===== config.mk =====
export PLATFORM = sky130hd
export DESIGN_NAME = irq_sched
export DESIGN_NICKNAME = d
export VERILOG_FILES = /design/src/rtl/irq_sched.sv
export SDC_FILE = /design/constraint.sdc
export NUM_CORES = 1
export LEC_CHECK = 0
export CAP_MARGIN = 40
export CORE_ASPECT_RATIO = 1.5
export CORE_UTILIZATION = 47
export CTS_BUF_LIST = sky130_fd_sc_hd__clkbuf_16
export DETAILED_ROUTE_END_ITERATION = 10
export PLACE_DENSITY = 0.75
export SLEW_MARGIN = 0
export SYNTH_ARGS = -nofsm -noshare
export SYNTH_HDL_FRONTEND = slang
export SYNTH_SLANG_ARGS = --single-unit

===== constraint.sdc =====
create_clock -name MAX10_CLK1_50 -period 1.5 [get_ports MAX10_CLK1_50]
set_input_delay 0.15 -clock MAX10_CLK1_50 [delete_from_list [all_inputs] [get_ports MAX10_CLK1_50]]
set_output_delay 0.15 -clock MAX10_CLK1_50 [all_outputs]
set_load 0.1 [all_outputs]

===== src/rtl/irq_sched.sv =====
// rtl/irq_sched.sv - interrupt controller: sync/edge detect, mask, fixed priority, req/ack/eoi FSM, register window
module irq_sched #(
    parameter int          N_SRC     = 8,
    parameter logic [15:0] BASE_ADDR = 16'd990
) (
    input  logic             MAX10_CLK1_50,
    input  logic             rst_n,
    input  logic [N_SRC-1:0] src,
    input  logic [15:0]      bus_addr,
    input  logic             bus_we,
    input  logic [7:0]       bus_din,
    output logic [7:0]       bus_dout,
    output logic             bus_hit,
    output logic             irq_req,
    output logic [7:0]       irq_vec,
    input  logic             irq_ack,
    input  logic             irq_eoi
);
    typedef enum logic [1:0] {IDLE, REQ, SERVICE} state_t;

    state_t           state, state_nx;
    logic [N_SRC-1:0] sync1, sync2, sync3;
    logic [N_SRC-1:0] mask, pend, mode, isr;
    logic [N_SRC-1:0] mask_nx, pend_nx, isr_nx;
    logic [N_SRC-1:0] eligible, set_bits, clr_bits, w1c_bits, vec_onehot;
    logic             en, en_nx, hit, any_elig, take_ack;
    logic [15:0]      off;
    logic [2:0]       win;
    logic [7:0]       vec_nx, rdata;

    function automatic logic [7:0] zext(input logic [N_SRC-1:0] v);
        zext = '0;
        zext[N_SRC-1:0] = v;
    endfunction

    assign off      = bus_addr - BASE_ADDR;
    assign hit      = (bus_addr >= BASE_ADDR) && (off < 16'd6);
    assign eligible = pend & mask;
    assign set_bits = sync2 & ~sync3;
    assign irq_req  = (state == REQ);

    always_comb begin
        mask_nx  = mask;
        en_nx    = en;
        w1c_bits = '0;
        if (bus_we && hit) begin
            case (off[2:0])
                3'd0:    mask_nx  = bus_din[N_SRC-1:0];
                3'd1:    w1c_bits = bus_din[N_SRC-1:0];
                3'd5:    en_nx    = bus_din[0];
                default: ;
            endcase
        end
    end

    always_comb begin
        win      = '0;
        any_elig = 1'b0;
        for (int i = N_SRC - 1; i >= 0; i--) begin
            if (eligible[i]) begin
                win      = 3'(i);
                any_elig = 1'b1;
            end
        end
        for (int i = 0; i < N_SRC; i++) vec_onehot[i] = (irq_vec == 8'(i));
    end

    // Disable is judged on the post-write value so irq_req drops the cycle after the write.
    always_comb begin
        state_nx = state;
        vec_nx   = irq_vec;
        isr_nx   = isr;
        take_ack = 1'b0;
        case (state)
            IDLE: if (en && any_elig) begin
                vec_nx   = {5'd0, win};
                state_nx = REQ;
            end
            REQ: begin
                if (irq_ack) begin
                    take_ack = 1'b1;
                    isr_nx   = vec_onehot;
                    state_nx = SERVICE;
                end else if (!en_nx || ((mask_nx & vec_onehot) == '0)) begin
                    state_nx = IDLE;
                end
            end
            SERVICE: if (irq_eoi) begin
                isr_nx   = '0;
                state_nx = IDLE;
            end
            default: state_nx = IDLE;
        endcase
    end

    // Edge-mode set beats any clear in the same cycle; level mode simply tracks the synced line.
    assign clr_bits = w1c_bits | (take_ack ? vec_onehot : '0);
    assign pend_nx  = (mode & (set_bits | (pend & ~clr_bits))) | (~mode & sync2);

    always_comb begin
        rdata = 8'd0;
        case (off[2:0])
            3'd0:    rdata = zext(mask);
            3'd1:    rdata = zext(pend);
            3'd2:    rdata = zext(mode);
            3'd3:    rdata = zext(isr);
            3'd4:    rdata = irq_vec;
            3'd5:    rdata = {7'd0, en};
            default: rdata = 8'd0;
        endcase
    end

    always_ff @(posedge MAX10_CLK1_50 or negedge rst_n) begin
        if (!rst_n) begin
            state    <= IDLE;
            sync1    <= '0;
            sync2    <= '0;
            sync3    <= '0;
            mask     <= '0;
            pend     <= '0;
            mode     <= '0;
            isr      <= '0;
            en       <= 1'b0;
            irq_vec  <= 8'd0;
            bus_dout <= 8'd0;
            bus_hit  <= 1'b0;
        end else begin
            state    <= state_nx;
            sync1    <= src;
            sync2    <= sync1;
            sync3    <= sync2;
            mask     <= mask_nx;
            en       <= en_nx;
            pend     <= pend_nx;
            isr      <= isr_nx;
            irq_vec  <= vec_nx;
            if (bus_we && hit && off[2:0] == 3'd2) mode <= bus_din[N_SRC-1:0];
            bus_hit  <= hit;
            bus_dout <= hit ? rdata : 8'd0;
        end
    end
endmodule

; After elaboration in Yosys (flattened, before gate mapping)
; Cells that the tools add are included.
[op_classes]
n_addsub = 1
n_lt_le_gt_ge = 2
n_eq_ne = 18
muxes = 35
n_bitwise = 12
n_reduce_logical = 14
[op_table]
columns = operator, count
row1 = $mux W8, 8
row2 = $and A8 B8 Y8, 6
row3 = $pmux W8 S6, 1
row4 = $mux W3, 8
row5 = $not A8 Y8, 3
row6 = $or A8 B8 Y8, 3
row7 = $eq A3 B3 Y1 const B, 6
row8 = $ge A16 B10 Y1 const B, 1
row9 = $logic_not A8 Y1, 2
row10 = $lt A16 B3 Y1 const B, 1
row11 = $pmux W8 S2, 1
row12 = $sub A16 B10 Y16 const B, 1
row13 = $eq A3 B2 Y1 const B, 4
row14 = $mux W1, 12
row15 = $mux W2, 4
row16 = $eq A3 B1 Y1 const B, 2
row17 = $pmux W2 S3, 1
row18 = $reduce_and A3 Y1, 2
row19 = $logic_and A1 B1 Y1, 4
row20 = $ne A2 B2 Y1 const B, 2
row21 = $logic_not A3 Y1, 1
row22 = $ne A3 B1 Y1 const B, 1
row23 = $eq A2 B1 Y1 const B, 1
row24 = $eq A2 B2 Y1 const B, 1
row25 = 6 further kinds, 6
[word_totals]
ff_bits = 71
in_bits = 37
out_inout_bits = 18
wordCells = 94

; Depth between registers and ports, before layout
; Gate-level depths: netlist of run 1.
[logic_depth]
depth_word = 12
mapped_depth = 11
mapped_depth_nobuf = 9

; Worst setup path before layout of run 1
; No wires, ideal clock.
[synth_timing]
kind = input to register
from = input port bus_addr[1]
to = register state[0]
arrival_time_ns = 3.001
t_required_ns = 1.370
slack_ns = -1.631
path_stages = 11
path_buffers = 2
path_cell_list = buf_6 clkbuf_1 inv_1 ha_1 o211ai_1 a2111o_1 nor4_4 mux2_2 mux4_2 nand2_1 a31oi_1
[synth_between]
elab_chain_len = 10
elab_cells_between_ends = 17
[synth_rtl]
columns = element, line
row1 = "start, declared", 9  ; input logic [15:0] bus_addr,
row2 = $sub A16 B10 Y16, 36  ; assign off = bus_addr - BASE_ADDR;
row3 = $lt A16 B3 Y1, 37  ; assign hit = (bus_addr >= BASE_ADDR) && (off < 16'd6);
row4 = $logic_and A1 B1 Y1, 37
row5 = $logic_and A1 B1 Y1, 46  ; if (bus_we && hit) begin
row6 = $mux W8 (*), 46
row7 = via mask_nx[3], 24  ; logic [N_SRC-1:0] mask_nx, pend_nx, isr_nx;
row8 = $and A8 B8 Y8 (*), 84  ; end else if (!en_nx || ((mask_nx & vec_onehot) == '0)) begin
row9 = $logic_not A8 Y1 (*), 84
row10 = $logic_or A1 B1 Y1 (*), 84
row11 = $ne A3 B1 Y1 (no source line) (*), -
row12 = $reduce_and A3 Y1 (no source line) (*), -
row13 = "end signal, assigned", 128  ; state <= state_nx;
row14 = "end, declared", 21  ; state_t state, state_nx;
; The timed path passes the listed nets; every way through them passes the cells marked *.
; A chain may end at the register's enable or synchronous reset.

; Worst setup path after layout of run 1
[layout_timing]
from = input port bus_addr[2]
to = register mode[5]
[layout_between]
elab_chain_len = 5
elab_cells_between_ends = 7
[layout_rtl]
columns = element, line
row1 = $sub A16 B10 Y16, 36
row2 = $lt A16 B3 Y1, 37
row3 = $logic_and A1 B1 Y1 (*), 37
row4 = via hit, 26  ; logic en, en_nx, hit, any_elig, take_ack;
row5 = $logic_and A1 B1 Y1 (*) (2 in series), 137  ; if (bus_we && hit && off[2:0] == 3'd2) mode <= bus_din[N_SRC-1:0];
row6 = "end signal, assigned", 137
row7 = "end, declared", 23  ; logic [N_SRC-1:0] mask, pend, mode, isr;
; Marks and branches as above.

==> run summary, run 1 <==
=========================================================================================
Commonest non-fill, non-tap cell in the layout                               sky130_fd_sc_hd__dfrtp_1
Final Cycle Share                                                                    161%
Total area of sequential cells                                               0.00178 sq mm
Row cnt                                                                                36
Power density of the placed cells                                             944 mW/mm^2
Endpoint of the worst register-to-register path                              pend[0]$_DFF_PN0_
Effective utilization at floorplan                                                  49.1%
Worst hold slack                                                                 0.255 ns
Most frequent cells in the layout                                            sky130_fd_sc_hd__dfrtp_1, sky130_fd_sc_hd__buf_4, sky130_fd_sc_hd__nand2_1
Number of inserted diodes                                                               0
Skew-Pair Late Insertion Delay                                                    0.33 ns
Fraction of power spent switching nets                                              21.8%
Share of power burned in combinational logic                                         9.7%
Detailed-router iteration count before antenna repair                                   5
XOR/XNOR Fraction of Synth Area                                                    0.273%
Launching element of the worst setup path                                     bus_addr[2]
Fraction of synthesized area in multiplexers                                        12.9%
Max-cap violations                                                                      0
Largest delay share family, worst path                                       simple AND/OR/NAND/NOR gates
Number of buffers on the longest clock path                                             2
Setup repair after global routing missed its margin                                  true
Count of buffers from port buffering                                                   49
Arrival @ worst endpoint                                                          2.62 ns
Fill cells                                                                            357
Number of standard cells after synthesis                                              271
Number of clock sinks                                                                  71
Proportion of register bits with asynchronous set or reset after synthesis           100%
EDFF count, synth                                                                       0
Number of library cell types mapped by synthesis                                       50
GRT Residual Overflow                                                                   0
Wire length after detailed routing                                           9810 microns
Nature of the critical path endpoint                                                 flop
Worst setup path endpoint                                                    mode[5]$_DFFE_PN0P_
NetSw                                                                             1.05 mW
CTS clock-pin slew for the worst setup and hold paths                             0.06 ns
FF-to-FF setup slack                                                             -0.13 ns
Area share of fa/ha/maj cells after synthesis                                      0.780%
Largest family of logic cells by synthesized area                            simple AND/OR/NAND/NOR gates
Violated checks                                                              negative setup slack
Number of nets with antenna violations after detailed routing                           0
Number of antenna violations at the first check in global routing                       0
CTS root buf                                                                 sky130_fd_sc_hd__clkbuf_16
Largest net degree at the start of global routing                                      72
Max-slew violation count                                                                0
Simple-Gate Fraction of Synth Area                                                  15.7%
Total Die Area                                                               0.00716 sq mm
Vias in the first global route                                                      2,948
Total routing usage reported by global routing                                      27.0%
Yosys warnings                                                                          0
Sequential share of the synthesized area                                            55.4%
Horizontal die dimension                                                     69.4 microns
Drc violations                                                                          0
Slowest library cell on the worst path                                       sky130_fd_sc_hd__a2111o_1
Average vias per placed instance                                                     5.99
Achievable Freq                                                                 0.415 GHz
Critical Path, Cell by Cell                                                  buf_8 -> ha_4 -> a31oi_4 -> nor2_1 -> a2111o_1 -> buf_6 -> nor4_4 -> nand3_1 -> or3_1 -> buf_6 -> mux2_4
Classification of the worst setup path                                             in2reg
Worst r2r path cells                                                                    8
Worst-case vdd ir drop                                                             770 uV
Num CTS Buffers                                                                         9
Placement Setup Slack                                                            -1.73 ns
Global-route wire length before repair                                       14,200 microns
Worst hold path stage count                                                             1
Clock tree from TritonCTS                                                            done
Number of register bits inferred by synthesis                                          71
Total number of H-tree levels                                                           3
Path class of the lowest-slack min-delay path                                      in2reg
Per-instance average area after synthesis                                      11.8 sq um
Overall via count from detail_route                                                 2,831
Critical path depth in cells                                                           11
Maximum fanout along the worst path                                                     8
Most common flop cell mapped by yosys                                        sky130_fd_sc_hd__dfrtp_1
Leak                                                                              2.37 nW
Count of endpoints failing setup in the final report                                   36
Internal power consumption                                                        3.78 mW
I/O pins                                                                               55
Clock network power share                                                           49.2%
Hpwl dp                                                                      6010 microns
Clock skew                                                                     0.00458 ns
Die boundary height                                                           103 microns
Count of routing violations after the opening detailed-route iteration                156
Most frequent cell on the critical path                                      sky130_fd_sc_hd__buf_6
Worst setup SP type                                                             input pin
Shortest period the worst path allows                                             2.41 ns
Net count of the finished layout                                                      431
Status                                                                       complete, but fails checks
Count of buffering cells on the critical path with inverters included                   3
Count of endpoints failing hold in the final timing report                              0
Worst endpoint required time                                                      1.71 ns
Share of cells above drive strength 1                                               46.1%
Per-cell routed wire length                                                  20.7 microns
Area growth from synthesis to final layout                                          59.6%
Reg-to-reg critical path startpoint                                          state[1]$_DFFE_PN0P_
Complex-gate fraction of the synthesized area                                       12.1%
Netlist area before placement                                                0.00321 sq mm
Largest stage delay on the critical path                                          0.45 ns
Core box area                                                                0.00653 sq mm
Sequential power share                                                              41.1%
Routability-driven placement congestion ratio                                       0.882
Setup WS post-layout                                                            -0.908 ns
Total area of multi-input combinational cells                                0.00170 sq mm
=========================================================================================
[cells in the mapped netlist, drive strengths merged, types with 3 or more instances]
master / number / area share (%)
nor2: 13 / 1.5
inv: 6 / 0.70
nor2b: 5 / 0.98
mux2: 19 / 6.7
buf: 7 / 1.7
nand2b: 3 / 0.59
a31oi: 4 / 0.98
a21o: 8 / 1.9
and3: 7 / 1.4
mux4: 8 / 5.6
nor4: 3 / 1.5
nand3: 14 / 2.3
clkbuf: 3 / 0.35
nor3b: 4 / 0.94
a22oi: 3 / 0.70
dfrtp: 71 / 55
nand2: 36 / 4.2
o21ai: 5 / 0.78
a21oi: 22 / 3.4
[cell type report]
cell class | instances | area share (%)
timing repair buffer | 116 | 22.9
clock buffer | 9 | 4.40
clock inverter | 7 | 2.18
sequential | 71 | 34.8
inverter | 6 | 0.587
multi-input combinational | 188 | 33.3
tap | 76 | 1.86
[logic make-up (layout without fill, tap and decap cells)]
kind of cell | count (synthesis) | after routing
AND/OR/NAND/NOR | 95 | 95
flip-flops | 71 | 71
AO/OA/AOI/OAI | 56 | 56
multiplexers | 29 | 29
buffers and inverters | 16 | 138
adder cells (fa/ha/maj) | 2 | 2
other | 1 | 5
XOR/XNOR | 1 | 1
[flip-flops by register name (all words and copies together) (netlist names)]
register,cells
irq_vec,3
en,1
sync3,8
mode,8
sync2,8
bus_hit,1
sync1,8
isr,8
mask,8
state,2
bus_dout,8
pend,8
[timing repair]
action | CTS | global route
setup buffers | 14 | 6
endpoints found under the setup margin | 37 | 38
resized for setup | 84 | 51
gates cloned | 0 | 0
hold buffers | 1 | 0
endpoints found under the hold margin | 71 | 0
pin swaps | 21 | 23
[power by group through the flow]
stage               combinational (mW)  sequential, mW  clock, mW
detailed placement               0.398            2.02          0
global placement                 0.389            2.01          0
CTS                              0.435            1.98       2.41
global route                     0.495            1.99       2.49
floorplan                        0.178            2.01          0
finish                           0.468            1.98       2.38
[layer usage]
layer / share of wire, % / GRT usage, % / vias to the layer above
li1: - / - / 1214
met1: 33 / 25.7 / 1386
met2: 54 / 51.6 / 175
met3: 6.4 / 5.57 / 56
met4: 6.0 / 19.0 / 0
met5: 0 / 0 / -
[worst min-delay path by stage]
stage,start,end
final,src[6],sync1[6]$_DFF_PN0_
after global routing,src[6],sync1[6]$_DFF_PN0_
after CTS,src[6],sync1[6]$_DFF_PN0_
after detailed placement,rst_n,sync3[5]$_DFF_PN0_
after global placement,rst_n,sync1[7]$_DFF_PN0_
after floorplan,rst_n,bus_dout[0]$_DFF_PN0_
[stage by stage]
stage	setup TNS [ns]	instance area [sq um]	cells	power (mW)	utilization (%)
3_3_place_gp	-44.26	4300	439	2.40	65.9
6_report	-20.45	5120	473	4.83	78.4
5_1_grt	-21.77	5120	473	4.97	78.4
3_5_place_dp	-47.18	4300	439	2.41	65.9
4_1_cts	-17.15	4940	470	4.83	75.6
2_1_floorplan	-25.04	3300	275	2.19	-
No activity file was read; power rests on OpenSTA's default activity.
==> run 2: changes to the inputs <==
Settings changed: CAP_MARGIN 40 to 20, GPL_TIMING_DRIVEN set to 0.
==> run summary, run 2 (synthesis gave the netlist of run 1 again) <==
=====================================================================================
Skew-Pair Late Insertion Delay                                                0.33 ns
Count of endpoints failing setup in the final report                               36
Routability-driven placement congestion ratio                                   0.846
Count of endpoints failing hold in the final timing report                          0
Area growth from synthesis to final layout                                      46.3%
Arrival @ worst endpoint                                                      2.74 ns
Sequential power share                                                          44.1%
Total area of multi-input combinational cells                            0.00160 sq mm
Leak                                                                          2.17 nW
NetSw                                                                         1.06 mW
Max-slew violation count                                                            0
Slew of the pin with the lowest slew margin                                  0.962 ns
Achievable Freq                                                             0.395 GHz
Vias in the first global route                                                  2,788
Worst endpoint required time                                                  1.70 ns
Number of nets with antenna violations after detailed routing                       0
Internal power consumption                                                    3.43 mW
Total area of sequential cells                                           0.00178 sq mm
Average vias per placed instance                                                 5.82
Worst setup SP type                                                         input pin
Clock skew                                                                 0.00608 ns
Fraction of power spent switching nets                                          23.6%
Count of buffers from port buffering                                               49
Worst hold slack                                                             0.249 ns
Power density of the placed cells                                         958 mW/mm^2
Global-route wire length before repair                                   13,400 microns
Drc violations                                                                      0
Shortest period the worst path allows                                         2.53 ns
Setup repair after global routing missed its margin                              true
Classification of the worst setup path                                         in2reg
Final Cycle Share                                                                169%
Most frequent cells in the layout                                        sky130_fd_sc_hd__dfrtp_1, sky130_fd_sc_hd__buf_4, sky130_fd_sc_hd__nand2_1
Wire length after detailed routing                                       8300 microns
Die boundary height                                                       103 microns
Total Die Area                                                           0.00716 sq mm
Maximum fanout along the worst path                                                 8
Nature of the critical path endpoint                                             flop
Violated checks                                                          negative setup slack
Net count of the finished layout                                                  409
Total routing usage reported by global routing                                  24.9%
Share of power burned in combinational logic                                     9.3%
Clock tree from TritonCTS                                                        done
Worst-case vdd ir drop                                                         670 uV
Overall via count from detail_route                                             2,620
Row cnt                                                                            36
Fin Setup TNS                                                               -24.23 ns
GRT Residual Overflow                                                               0
CTS root buf                                                             sky130_fd_sc_hd__clkbuf_16
Number of antenna violations at the first check in global routing                   0
Per-cell routed wire length                                              18.4 microns
Share of cells above drive strength 1                                           38.8%
Overall Power                                                                 4.49 mW
Number of inserted diodes                                                           0
Detailed-router iteration count before antenna repair                               4
Fin util                                                                        71.8%
Hpwl dp                                                                  5230 microns
Setup WS post-layout                                                         -1.03 ns
Num CTS Buffers                                                                     9
Largest net degree at the start of global routing                                  72
Number of clock sinks                                                              71
Max-cap violations                                                                  0
Number of buffers on the longest clock path                                         2
Placement Setup Slack                                                        -2.23 ns
Total number of H-tree levels                                                       3
Horizontal die dimension                                                 69.4 microns
Count of routing violations after the opening detailed-route iteration            171
Effective utilization at floorplan                                              49.1%
Core box area                                                            0.00653 sq mm
Worst-case headroom to the max-slew limit                                       36.1%
Clock network power share                                                       46.6%
Status                                                                   complete, but fails checks
Commonest non-fill, non-tap cell in the layout                           sky130_fd_sc_hd__dfrtp_1
CTS clock-pin slew for the worst setup and hold paths                         0.06 ns
I/O pins                                                                           55
Path class of the lowest-slack min-delay path                                  in2reg
Fill cells                                                                        424
FF-to-FF setup slack                                                             0 ns
=====================================================================================
[run 2: changes by cell type in the layout (fill, tap and decap cells not counted), moves of 3 or more]
| cell | delta |
|---|---|
| sky130_fd_sc_hd__and3_4 | -3 |
| sky130_fd_sc_hd__a21oi_4 | -4 |
| sky130_fd_sc_hd__buf_12 | -13 |
| sky130_fd_sc_hd__buf_6 | -11 |
| sky130_fd_sc_hd__clkdlybuf4s15_1 | +4 |
| sky130_fd_sc_hd__and3_1 | +3 |
| sky130_fd_sc_hd__clkinvlp_4 | +3 |
| sky130_fd_sc_hd__buf_4 | -14 |
| sky130_fd_sc_hd__a21oi_1 | +3 |
| sky130_fd_sc_hd__buf_2 | -4 |
| sky130_fd_sc_hd__clkdlybuf4s15_2 | +14 |
[run 2: critical path: stages]
cell and delay, ns:
sky130_fd_sc_hd__buf_8 0.08, sky130_fd_sc_hd__buf_8 0.09, sky130_fd_sc_hd__clkbuf_16 0.13, sky130_fd_sc_hd__inv_6 0.03, sky130_fd_sc_hd__ha_4 0.25, sky130_fd_sc_hd__o211ai_1 0.08, sky130_fd_sc_hd__a2111o_1 0.42, sky130_fd_sc_hd__nor4_4 0.37
sky130_fd_sc_hd__buf_12 0.18, sky130_fd_sc_hd__mux2_4 0.32, sky130_fd_sc_hd__mux4_2 0.45, sky130_fd_sc_hd__nand2_1 0.08, sky130_fd_sc_hd__a31oi_1 0.08
[run 2: area by class of cell]
| type | instances | area share, % |
|---|---|---|
| Clock inverter | 6 | 1.49 |
| Buffer | 9 | 1.84 |
| Timing Repair Buffer | 85 | 17.1 |
| Clock buffer | 9 | 4.80 |
| Inverter | 6 | 0.640 |
| Tap cell | 76 | 2.03 |
| Sequential cell | 71 | 37.9 |
| Multi-Input combinational cell | 188 | 34.2 |
[run 2: final timing paths]
kind                                      startpoint                endpoint  cells after the start
max in group asynchronous                      rst_n  irq_vec[2]$_DFFE_PN0P_                      2
worst min register to register    sync1[0]$_DFF_PN0_      sync2[0]$_DFF_PN0_                      0
worst max-delay path                     bus_addr[1]    state[0]$_DFFE_PN0P_                     13
worst min-delay path                          src[6]      sync1[6]$_DFF_PN0_                      1
min in group asynchronous                      rst_n      sync1[7]$_DFF_PN0_                      2
worst max register to register  state[1]$_DFFE_PN0P_       pend[3]$_DFF_PN0_                      7
[run 2: power groups by stage]
stage	combinational (mW)	clock [mW]	sequential, mW
after CTS	0.408	2.11	1.98
after global placement	0.354	0	2.02
after floorplan	0.178	0	2.01
after global routing	0.446	2.22	1.99
after detailed placement	0.361	0	2.02
final	0.417	2.09	1.98
[run 2: layer usage]
layer | routed length, microns | vias to the layer above | GRT usage (%)
met5 | 0 | - | 0
met2 | 4470 | 121 | 43.5
met3 | 573 | 30 | 5.67
met4 | 323 | 0 | 16.8
li1 | - | 1174 | -
met1 | 2930 | 1295 | 27.2
[run 2: stage by stage]
| step | area [sq um] | cells |
|---|---|---|
| final | 4690 | 450 |
| after global placement | 3890 | 400 |
| after detailed placement | 3880 | 400 |
| after CTS | 4570 | 443 |
| after floorplan | 3300 | 275 |
| after global routing | 4690 | 450 |
[run 2: what timing repair did]
item | 4_1_cts | 5_1_grt
resized for setup | 105 | 29
buffers inserted | 27 | 8
hold endpoints to repair | 71 | 0
hold buffers | 1 | 0
pin swaps | 22 | 9
endpoints found under the setup margin | 50 | 38
